**src/rtl/core_sequencer.sv**
```systemverilog
// Multi-cycle fetch/decode/exec/mem/wb control FSM for the RV32I core.
// Optional ILLEGAL_TRAP_EN: illegal opcodes halt instead of executing as NOPs.
module core_sequencer #(
    parameter logic [31:0] RESET_PC = 32'h0000_0000,
    parameter int          TIMEOUT  = 16
) (
    input  logic        clk,
    input  logic        rst_n,
    output logic        imem_req,
    output logic [31:0] imem_addr,
    input  logic        imem_valid,
    input  logic [31:0] imem_rdata,
    output logic        dmem_req,
    output logic        dmem_we,
    output logic [31:0] dmem_addr,
    output logic [31:0] dmem_wdata,
    input  logic        dmem_valid,
    input  logic [31:0] dmem_rdata,
    input  logic [31:0] alu_result,
    input  logic [31:0] rs2_data,
    output logic [31:0] instr,
    output logic [3:0]  aluop,
    output logic        sel_b,
    output logic        imm_s,
    output logic        sel_wb,
    output logic [31:0] wb_data,
    output logic        rf_en,
    output logic [31:0] pc,
    output logic        halt,
    output logic        fault
);

    typedef enum logic [2:0] {
        ST_RST, ST_FETCH, ST_DECODE, ST_EXEC, ST_MEM, ST_WB, ST_HALT
    } state_t;

    localparam logic [6:0]  OPC_R    = 7'b0110011;
    localparam logic [6:0]  OPC_I    = 7'b0010011;
    localparam logic [6:0]  OPC_LW   = 7'b0000011;
    localparam logic [6:0]  OPC_SW   = 7'b0100011;
    localparam logic [6:0]  F7_ZERO  = 7'b0000000;
    localparam logic [6:0]  F7_ALT   = 7'b0100000;
    localparam logic [15:0] TMO_LAST = 16'(TIMEOUT - 1);

    state_t      state;
    state_t      next_state;
    logic [15:0] wait_cnt;
    logic        is_ld;
    logic        is_st;

    logic [2:0]  f3;
    logic [6:0]  f7;
    logic [3:0]  base_op;
    logic [3:0]  alt_op;
    logic [3:0]  dec_op;
    logic        dec_selb;
    logic        dec_imms;
    logic        dec_selwb;
    logic        dec_ld;
    logic        dec_st;
    logic        dec_ok;
    logic        timeout;
    logic        pc_inc;
    logic        go_fault;

    assign f3 = instr[14:12];
    assign f7 = instr[31:25];

    always_comb begin
        base_op = 4'b0000;
        unique case (f3)
            3'b000: base_op = 4'b0000;
            3'b001: base_op = 4'b0010;
            3'b010: base_op = 4'b0011;
            3'b011: base_op = 4'b0100;
            3'b100: base_op = 4'b0101;
            3'b101: base_op = 4'b0110;
            3'b110: base_op = 4'b1000;
            3'b111: base_op = 4'b1001;
            default: base_op = 4'b0000;
        endcase
        alt_op = (f3 == 3'b101) ? 4'b0111 : 4'b0001;
    end

    always_comb begin
        dec_op    = 4'b0000;
        dec_selb  = 1'b0;
        dec_imms  = 1'b0;
        dec_selwb = 1'b0;
        dec_ld    = 1'b0;
        dec_st    = 1'b0;
        dec_ok    = 1'b0;
        unique case (1'b1)
            instr[6:0] == OPC_R: begin
                dec_ok = (f7 == F7_ZERO) ||
                         (f7 == F7_ALT && (f3 == 3'b000 || f3 == 3'b101));
                dec_op = (f7 == F7_ALT) ? alt_op : base_op;
            end
            instr[6:0] == OPC_I: begin
                dec_selb = 1'b1;
                // Only the shift-immediates carry a funct7 field
                if (f3 == 3'b001) begin
                    dec_ok = (f7 == F7_ZERO);
                    dec_op = base_op;
                end else if (f3 == 3'b101) begin
                    dec_ok = (f7 == F7_ZERO) || (f7 == F7_ALT);
                    dec_op = (f7 == F7_ALT) ? alt_op : base_op;
                end else begin
                    dec_ok = 1'b1;
                    dec_op = base_op;
                end
            end
            instr[6:0] == OPC_LW: begin
                dec_ok    = (f3 == 3'b010);
                dec_selb  = 1'b1;
                dec_selwb = 1'b1;
                dec_ld    = 1'b1;
            end
            instr[6:0] == OPC_SW: begin
                dec_ok   = (f3 == 3'b010);
                dec_selb = 1'b1;
                dec_imms = 1'b1;
                dec_st   = 1'b1;
            end
            default: dec_ok = 1'b0;
        endcase
    end

    always_comb begin
        next_state = state;
        timeout    = (wait_cnt == TMO_LAST);
        pc_inc     = 1'b0;
        go_fault   = 1'b0;
        unique case (state)
            ST_RST: next_state = ST_FETCH;
            ST_FETCH: begin
                if (imem_valid) begin
                    next_state = ST_DECODE;
                end else if (timeout) begin
                    next_state = ST_HALT;
                    go_fault   = 1'b1;
                end
            end
            ST_DECODE: begin
                if (dec_ok) begin
                    next_state = ST_EXEC;
                end else begin
`ifdef ILLEGAL_TRAP_EN
                    next_state = ST_HALT;
`else
                    next_state = ST_FETCH;
                    pc_inc     = 1'b1;
`endif
                end
            end
            ST_EXEC: next_state = (is_ld || is_st) ? ST_MEM : ST_WB;
            ST_MEM: begin
                if (dmem_valid) begin
                    next_state = is_st ? ST_FETCH : ST_WB;
                    pc_inc     = is_st;
                end else if (timeout) begin
                    next_state = ST_HALT;
                    go_fault   = 1'b1;
                end
            end
            ST_WB: begin
                next_state = ST_FETCH;
                pc_inc     = 1'b1;
            end
            ST_HALT: next_state = ST_HALT;
            default: next_state = ST_RST;
        endcase
    end

    always_ff @(posedge clk or negedge rst_n) begin
        if (!rst_n) begin
            state    <= ST_RST;
            wait_cnt <= 16'd0;
            halt     <= 1'b0;
            fault    <= 1'b0;
        end else begin
            state <= next_state;
            if ((state == ST_FETCH && !imem_valid) ||
                (state == ST_MEM && !dmem_valid))
                wait_cnt <= wait_cnt + 16'd1;
            else
                wait_cnt <= 16'd0;
            if (next_state == ST_HALT)
                halt <= 1'b1;
            if (go_fault)
                fault <= 1'b1;
        end
    end

    always_ff @(posedge clk or negedge rst_n) begin
        if (!rst_n) begin
            pc         <= RESET_PC;
            instr      <= 32'h0;
            aluop      <= 4'h0;
            sel_b      <= 1'b0;
            imm_s      <= 1'b0;
            sel_wb     <= 1'b0;
            is_ld      <= 1'b0;
            is_st      <= 1'b0;
            dmem_addr  <= 32'h0;
            dmem_wdata <= 32'h0;
            wb_data    <= 32'h0;
        end else begin
            if (state == ST_FETCH && imem_valid)
                instr <= imem_rdata;
            if (state == ST_DECODE && dec_ok) begin
                aluop  <= dec_op;
                sel_b  <= dec_selb;
                imm_s  <= dec_imms;
                sel_wb <= dec_selwb;
                is_ld  <= dec_ld;
                is_st  <= dec_st;
            end
            if (state == ST_EXEC && (is_ld || is_st)) begin
                dmem_addr  <= alu_result;
                dmem_wdata <= rs2_data;
            end
            if (state == ST_MEM && dmem_valid && is_ld)
                wb_data <= dmem_rdata;
            if (pc_inc)
                pc <= pc + 32'd4;
        end
    end

    assign imem_req  = (state == ST_FETCH);
    assign imem_addr = pc;
    assign dmem_req  = (state == ST_MEM);
    assign dmem_we   = (state == ST_MEM) && is_st;
    assign rf_en     = (state == ST_WB) && (instr[11:7] != 5'd0);

endmodule

```
**config.mk**
```make
export PLATFORM = sky130hd
export DESIGN_NAME = core_sequencer
export DESIGN_NICKNAME = d
export VERILOG_FILES = /design/src/rtl/core_sequencer.sv
export SDC_FILE = /design/constraint.sdc
export NUM_CORES = 1
export LEC_CHECK = 0
export CELL_PAD_IN_SITES_DETAIL_PLACEMENT = 1
export CELL_PAD_IN_SITES_GLOBAL_PLACEMENT = 1
export CORE_MARGIN = 1.5
export CORE_UTILIZATION = 37
export CTS_BUF_LIST = sky130_fd_sc_hd__clkbuf_4
export DETAILED_ROUTE_END_ITERATION = 10
export GPL_TIMING_DRIVEN = 0
export HOLD_SLACK_MARGIN = 0.06
export PLACE_DENSITY_LB_ADDON = 0.1
export SKIP_LAST_GASP = 1
export SYNTH_ARGS = -nofsm -noshare
export SYNTH_HDL_FRONTEND = slang
export SYNTH_SLANG_ARGS = --single-unit
```
**constraint.sdc**
```tcl
create_clock -name clk -period 4.71 [get_ports clk]
set_clock_uncertainty 0.2 [all_clocks]
set_input_delay 0.7065 -clock clk [delete_from_list [all_inputs] [get_ports clk]]
set_output_delay 0.7065 -clock clk [all_outputs]
set_load 0.02 [all_outputs]
```
==> results of run 1 <==
-- routing by layer --
| layer | vias to the layer above | track usage (%) |
|---|---|---|
| li1 | 2830 | - |
| met1 | 3028 | 23.7 |
| met2 | 219 | 35.9 |
| met3 | 32 | 9.21 |
| met4 | 0 | 7.21 |
| met5 | - | 0 |
-- per-stage QoR --
stage | total power (uW) | cell area, um2 | utilization (%) | setup WS, ns | TNS (ns)
after floorplan | 2830 | 8070 | - | 2.09 | 0
after global placement | 3630 | 11700 | 55.3 | -5.52 | -1023.49
after detailed placement | 3650 | 11800 | 55.5 | 1.85 | 0
after CTS | 4550 | 12000 | 56.8 | 1.38 | 0
after global routing | 4740 | 12100 | 56.8 | 1.27 | 0
final | 4490 | 12100 | 56.8 | 1.44 | 0
-- registers in the layout, summed over array words and instances (netlist names), 3 cells and up --
name        count
state           3
dmem_wdata     32
wb_data        32
dmem_addr      32
imem_addr      30
wait_cnt       16
instr          32
aluop           4
-- power by group through the flow --
stage          clock, uW  sequential (uW)  combinational, uW
6_report             885             2000               1610
5_1_grt              972             2040               1730
4_1_cts              915             2000               1630
3_5_place_dp           0             2030               1620
3_3_place_gp           0             2030               1600
2_1_floorplan          0             2230                599
-- cell type report --
type                       instances  share of cell area, %
sequential                       186                   38.6
inverter                          14                  0.436
antenna                            1                 0.0208
clock buffer                      18                   1.12
clock inverter                    14                   1.13
buffer                            60                   3.15
timing repair buffer             334                   27.9
multi-input combinational        359                   24.7
tap                              275                   2.86
-- cells in the final DEF, fill, tap and decap left out, types with 14 or more instances in the layout --
cell,n
buf_4,34
clkbuf_1,14
clkbuf_4,18
clkdlybuf4s50_1,331
dfrtp_1,186
inv_1,14
mux2_2,129
nand2_1,22
nand3_1,18
nor2_1,26
nor4_1,16
xnor2_1,15
xor2_1,27
-- worst max path at each step --
stage	slack [ns]	endpoint	cells after the start
final	1.44	rf_en	3
after global routing	1.27	dmem_we	4
after CTS	1.38	rf_en	3
after detailed placement	1.85	wait_cnt[5]	5
after floorplan	2.09	imem_addr[3]	6
after global placement	-5.52	dmem_addr[23]	1
-- worst reg2reg max path: cells and delay by family (launching register included) --
kind	cells	cell delay [ns]
simple gates	2	0.77
buf+inv	1	0.21
mux	1	0.33
flops	1	0.43
compound gates	2	0.72
-- cells by family (layout without fill, tap and decap cells) --
logic type,after synthesis,in the layout
other,1,5
adders and majority gates,6,6
buffers and inverters,74,440
DFF,186,186
xor gates and xnor gates,42,42
muxes,131,131
and+or+nand+nor,142,142
AOI/OAI and AO/OA,34,34
==> metrics.md, run 1 <==
| Metric | Value |
|---|---|
| Ports | `337` |
| Data required, critical path | `3.80 ns` |
| Yosys cell types | `52` |
| Adder-Cell Fraction of Synth Area | `0.932%` |
| Clock buffer count from CTS | `17` |
| RR Startpoint | `instr[26]` |
| Number of synthesized register bits | `186` |
| CTS H-tree depth | `4` |
| Worst hold-check path type | `flip-flop to flip-flop` |
| Met3 Routed Length | `2.17 mm` |
| Vias | `6109` |
| Leak | `0.00520 uW` |
| Clock share of power | `19.7%` |
| Die span in y | `between 150 and 200 um` |
| Worst Min Path Start | `wait_cnt[0]` |
| Critical path cell sequence | `or4_1, o2111a_1, clkdlybuf4s50_1` |
| Mapped Avg Cell Area | `13.1 um2` |
| Overall global routing resource usage | `21.2%` |
| Die area | `22700 um2` |
| Multi-input gate area | `2980 um2` |
| Min-Delay Endpoint | `wait_cnt[0]` |
| Initial core utilization | `between 30% and 40%` |
| Slew HR | `51.2%` |
| Crit path kind | `flip-flop to primary output` |
| Slew Viols, Final | `0` |
| R2R depth | `6` |
| Flop pwr share | `between 40% and 50%` |
| Status | `complete, no violations` |
| Most used DFF post-synth | `dfrtp_1` |
| DRT antenna net count | `0` |
| Inst Count DP | `1227` |
| Final number of setup-violating endpoints | `0` |
| Psw | `1590 uW` |
| Seq/Total Area, Yosys | `approximately 58%` |
| Top Layer Used | `met4` |
| Synth Warn # | `0` |
| Layout cells sized above 1 | `22.0%` |
| Reg area | `4650 um2` |
| Dpl hpwl | `18.2 mm` |
| Ys async rst share | `100%` |
| Post_cts resized | `0` |
| Final GP Congestion | `0.774` |
| CTS tree | `built` |
| # DRC | `0` |
| Mux cell area share after synthesis | `18.3%` |
| WP buf/inv | `1` |
| Core area | `21200 um2` |
| First-pass GRT wire length | `36.2 mm` |
| Sink Count | `186` |
| Compound-gate portion of the synthesized area | `3.09%` |
| Count leader, synth | `dfrtp_1` |
| Residual overflow from global routing | `0` |
| Tcrit/Tclk final | `69.3%` |
| CP Launch Point | `instr[7]` |
| Final hold vios | `0` |
| Family with the most delay on the worst path | `buffers and inverters` |
| Tightest Pin Transition | `0.725 ns` |
| Met2 wire length | `12.0 mm` |
| Post-synth EDFFs | `0` |
| Nets | `1110` |
| Xor and xnor fraction of the mapped netlist area | `under 10%` |
| Row count | `53` |
| Fmax | `306 MHz` |
| IO Port Bufs | `around 330` |
| Die span in x | `151 um` |
| Cts hold-fix bufs | `1` |
| Setup Fix Bufs, Post-CTS | `0` |
| Largest net degree at the start of global routing | `100` |
| MaxCap Viol Count | `0` |
| Drt pass-1 iters | `4` |
| Comb pwr share | `between 30% and 40%` |
| Synthesized cell area | `8060 um2` |
| WP data arrival | `2.36 ns` |
| Layout fillers | `2245` |
| Period minus WS final | `3.27 ns` |
| Main combinational cell family by area after synthesis | `multiplexers` |
| Final cell count without fillers | `around 1300` |
| Sw Share | `35.4%` |
| Largest area contributor in the netlist | `dfrtp_1` |
| Clk_lat worst skew | `0.58 ns` |
| Clock transition at path regs | `0.15 ns` |
| Synth top area share | `57.8%` |
| Power per cell area | `372 nW/um2` |
| CP Launch Type | `flip-flop` |
| Initial antenna violation count | `1` |
| Cells after Synth | `616` |
| Clk buf depth | `2` |
| DRT iter0 DRCs | `between 150 and 200` |
| WL final | `23.6 mm` |
| Simple-Gate Fraction of Synth Area | `9.94%` |
| R2r endpoint | `imem_addr[3]` |
| CP endpoint kind | `primary output` |
| Root Buffer | `clkbuf_4` |
| Commonest cells post-synth | `dfrtp_1 (186), mux2_2 (129), buf_4 (34)` |
| CP max FO | `3` |
| RSZ-0062 raised after global routing | `false` |
| Max stage delay on crit path | `0.58 ns` |
| Synth-to-layout area growth | `49.6%` |
| Routed WL per cell | `18.7 um` |
| Vias in the first global route | `6639` |
| Area contributors post-synth | `dfrtp_1 (58%), mux2_2 (18%), buf_4 (3.2%), xor2_1 (2.9%), xnor2_1 (1.6%)` |
| M1 WL | `about 9.0 mm` |
| Vias per inst | `4.84` |
| Worst Hold Slack | `0.277 ns` |
| Int Power | `about 2900 uW` |
| R2r setup slk | `1.95 ns` |
| Hold Path Cell Cnt | `1` |
| CP max-delay cell | `clkdlybuf4s50_1` |
| Max VDD drop | `0.260 mV` |
Note: power is estimated with default switching activity, not from simulation.
==> inputs of run 2 (changes only) <==
--- a/config.mk
+++ b/config.mk
@@ -8,7 +8,7 @@
 export CELL_PAD_IN_SITES_DETAIL_PLACEMENT = 1
 export CELL_PAD_IN_SITES_GLOBAL_PLACEMENT = 1
 export CORE_MARGIN = 1.5
-export CORE_UTILIZATION = 37
+export CORE_UTILIZATION = 34
 export CTS_BUF_LIST = sky130_fd_sc_hd__clkbuf_4
 export DETAILED_ROUTE_END_ITERATION = 10
 export GPL_TIMING_DRIVEN = 0
==> constraint.sdc (replaced) <==
create_clock -name clk -period 3.09 [get_ports clk]
set_clock_uncertainty 0.2 [all_clocks]
set_input_delay 0.4635 -clock clk [delete_from_list [all_inputs] [get_ports clk]]
set_output_delay 0.4635 -clock clk [all_outputs]
set_load 0.02 [all_outputs]
==> run 2 against run 1 <==
  * Non-clock buffer count decreased by 1
  * Critical endpoint is now imem_req
  * Via count increased by 0.47%
  * Register-to-register slack got worse by 1.7 ns
  * Largest cell class unchanged
  * Global-route usage decreased by 2.0 points
  * Clock power increased by 57%
==> metrics.md, run 2 (synthesis results as in run 1) <==
| Metric | Value |
|---|---|
| Status | `complete, no violations` |
| Fin area | `12100 um2` |
| Nets | `1109` |
| MaxCap Viol Count | `0` |
| Clk buf depth | `2` |
| Die span in y | `~160 um` |
| Clk_lat worst skew | `0.59 ns` |
| Slew Viols, Final | `0` |
| Power per cell area | `568 nW/um2` |
| Sink Count | `186` |
| Vias per inst | `4.70` |
| Tcrit/Tclk final | `94.5%` |
| Max VDD drop | `0.456 mV` |
| Worst Hold Slack | `just under 0.2 ns` |
| Initial core utilization | `34.5%` |
| Tightest Pin Transition | `a little over 0.8 ns` |
| WL final | `23.4 mm` |
| Overall global routing resource usage | `approximately a fifth` |
| Routed WL per cell | `17.9 um` |
| Root Buffer | `clkbuf_4` |
| R2r endpoint | `imem_addr[3]` |
| Dpl hpwl | `~18 mm` |
| Row count | `between 50 and 60` |
| Final number of setup-violating endpoints | `0` |
| RR Startpoint | `instr[26]` |
| Post-Route Utilization | `about half` |
| Inst Count DP | `1271` |
| Final cell count without fillers | `approximately 1300` |
| IO Port Bufs | `332` |
| Slew HR | `approximately 45%` |
| Vias in the first global route | `approximately 6500` |
| Worst hold-check path type | `input port to asynchronous set/reset pin` |
| DRT iter0 DRCs | `229` |
| Clock transition at path regs | `0.19 ns` |
| Residual overflow from global routing | `0` |
| Synth-to-layout area growth | `50.6%` |
| Fmax | `342 MHz` |
| Final GP Congestion | `roughly 0.73` |
| Area post-placement | `11800 um2` |
| Layout cells sized above 1 | `22.2%` |
| Total power | `between 6000 and 7000 uW` |
| Final hold vios | `0` |
| Initial antenna violation count | `1` |
| Critical path cell sequence | `buf_2, nor3b_1, clkdlybuf4s50_1` |
| CTS H-tree depth | `4` |
| # DRC | `0` |
| R2r setup slk | `0.29 ns` |
| CP endpoint kind | `primary output` |
| RSZ-0062 raised after global routing | `false` |
| Die area | `roughly 25000 um2` |
| CP Launch Type | `flip-flop` |
| WP data arrival | `~2.3 ns` |
| Data required, critical path | `2.43 ns` |
| Ports | `337` |
| Largest net degree at the start of global routing | `101` |
| First-pass GRT wire length | `35.9 mm` |
| Most frequent cells in the layout | `clkdlybuf4s50_1 (330), dfrtp_1 (186), mux2_2 (129)` |
| Die span in x | `157 um` |
| R2R depth | `6` |
| CP max-delay cell | `clkdlybuf4s50_1` |
| Crit path kind | `flip-flop to primary output` |
| Leak | `0.00521 uW` |
| Vias | `6138` |
| Clock buffer count from CTS | `17` |
| Layout fillers | `2450` |
| Family with the most delay on the worst path | `buffers and inverters` |
| CTS tree | `built` |
| CP max FO | `10` |
| Max stage delay on crit path | `0.74 ns` |
| Drt pass-1 iters | `4` |
| Period minus WS final | `between 2 and 3 ns` |
| WP buf/inv | `2` |
| Leading cell type in the layout, fill and taps excluded | `clkdlybuf4s50_1` |
| DRT antenna net count | `0` |
| Core area | `23300 um2` |
==> run 2: how the worst max path moves through the flow <==
stage	startpoint	end	slack, ns	cells past startpoint
detailed placement	instr[26]	imem_addr[3]	0.31	6
finish	state[0]	imem_req	0.17	3
floorplan	instr[26]	imem_addr[3]	0.47	6
global route	state[0]	imem_req	0.04	3
CTS	state[2]	dmem_we	0.008	4
global placement	rst_n	dmem_wdata[27]	-7.07	1
==> run 2: cell type report <==
| cell class | count | area, um2 | area share (%) |
|---|---|---|---|
| Sequential cell | 186 | 4650 | 38.4 |
| Antenna cell | 2 | 5.00 | 0.0413 |
| Multi-Input combinational cell | 359 | 2990 | 24.6 |
| Clock inverter | 15 | 164 | 1.35 |
| Buffer | 59 | 375 | 3.09 |
| Clock buffer | 17 | 128 | 1.05 |
| Inverter | 14 | 52.6 | 0.433 |
| Timing Repair Buffer | 334 | 3360 | 27.7 |
| Tap cell | 319 | 399 | 3.29 |
==> run 2: where the power goes <==
part | total [uW] | internal (uW) | switching, uW
clock | 1390 | 434 | 957
combinational | 2450 | 1230 | 1220
sequential | 3050 | 2760 | 290
total | 6890 | 4420 | 2470
==> run 2: routing by layer <==
metal | global-route usage [%] | wire length, um
met2 | 31.8 | 11600
met4 | 6.21 | 371
met1 | 22.3 | 9260
met5 | 0 | 0
met3 | 7.90 | 2130
==> run 2: worst register-to-register path, stage by stage, from the launching register on <==
cell and delay [ns]:
dfrtp_1 0.44, or4_4 0.59, a211oi_1 0.33, o21ai_1 0.20
a31oi_4 0.41, buf_6 0.22, mux2_1 0.33
==> run 2: timing repair <==
action                     CTS  global route
setup buffers                0             0
cloned                       0             0
hold buffers                 1             0
hold endpoints to repair    86             0
gates resized for setup      1             1
setup endpoints to repair    1             1
==> run 2: per-stage QoR <==
stage / worst slack (ns) / setup TNS, ns
global route: 0.0377 / 0
floorplan: 0.470 / 0
finish: 0.170 / 0
detailed placement: 0.306 / 0
CTS: 0.00794 / 0
global placement: -7.07 / -1311.71
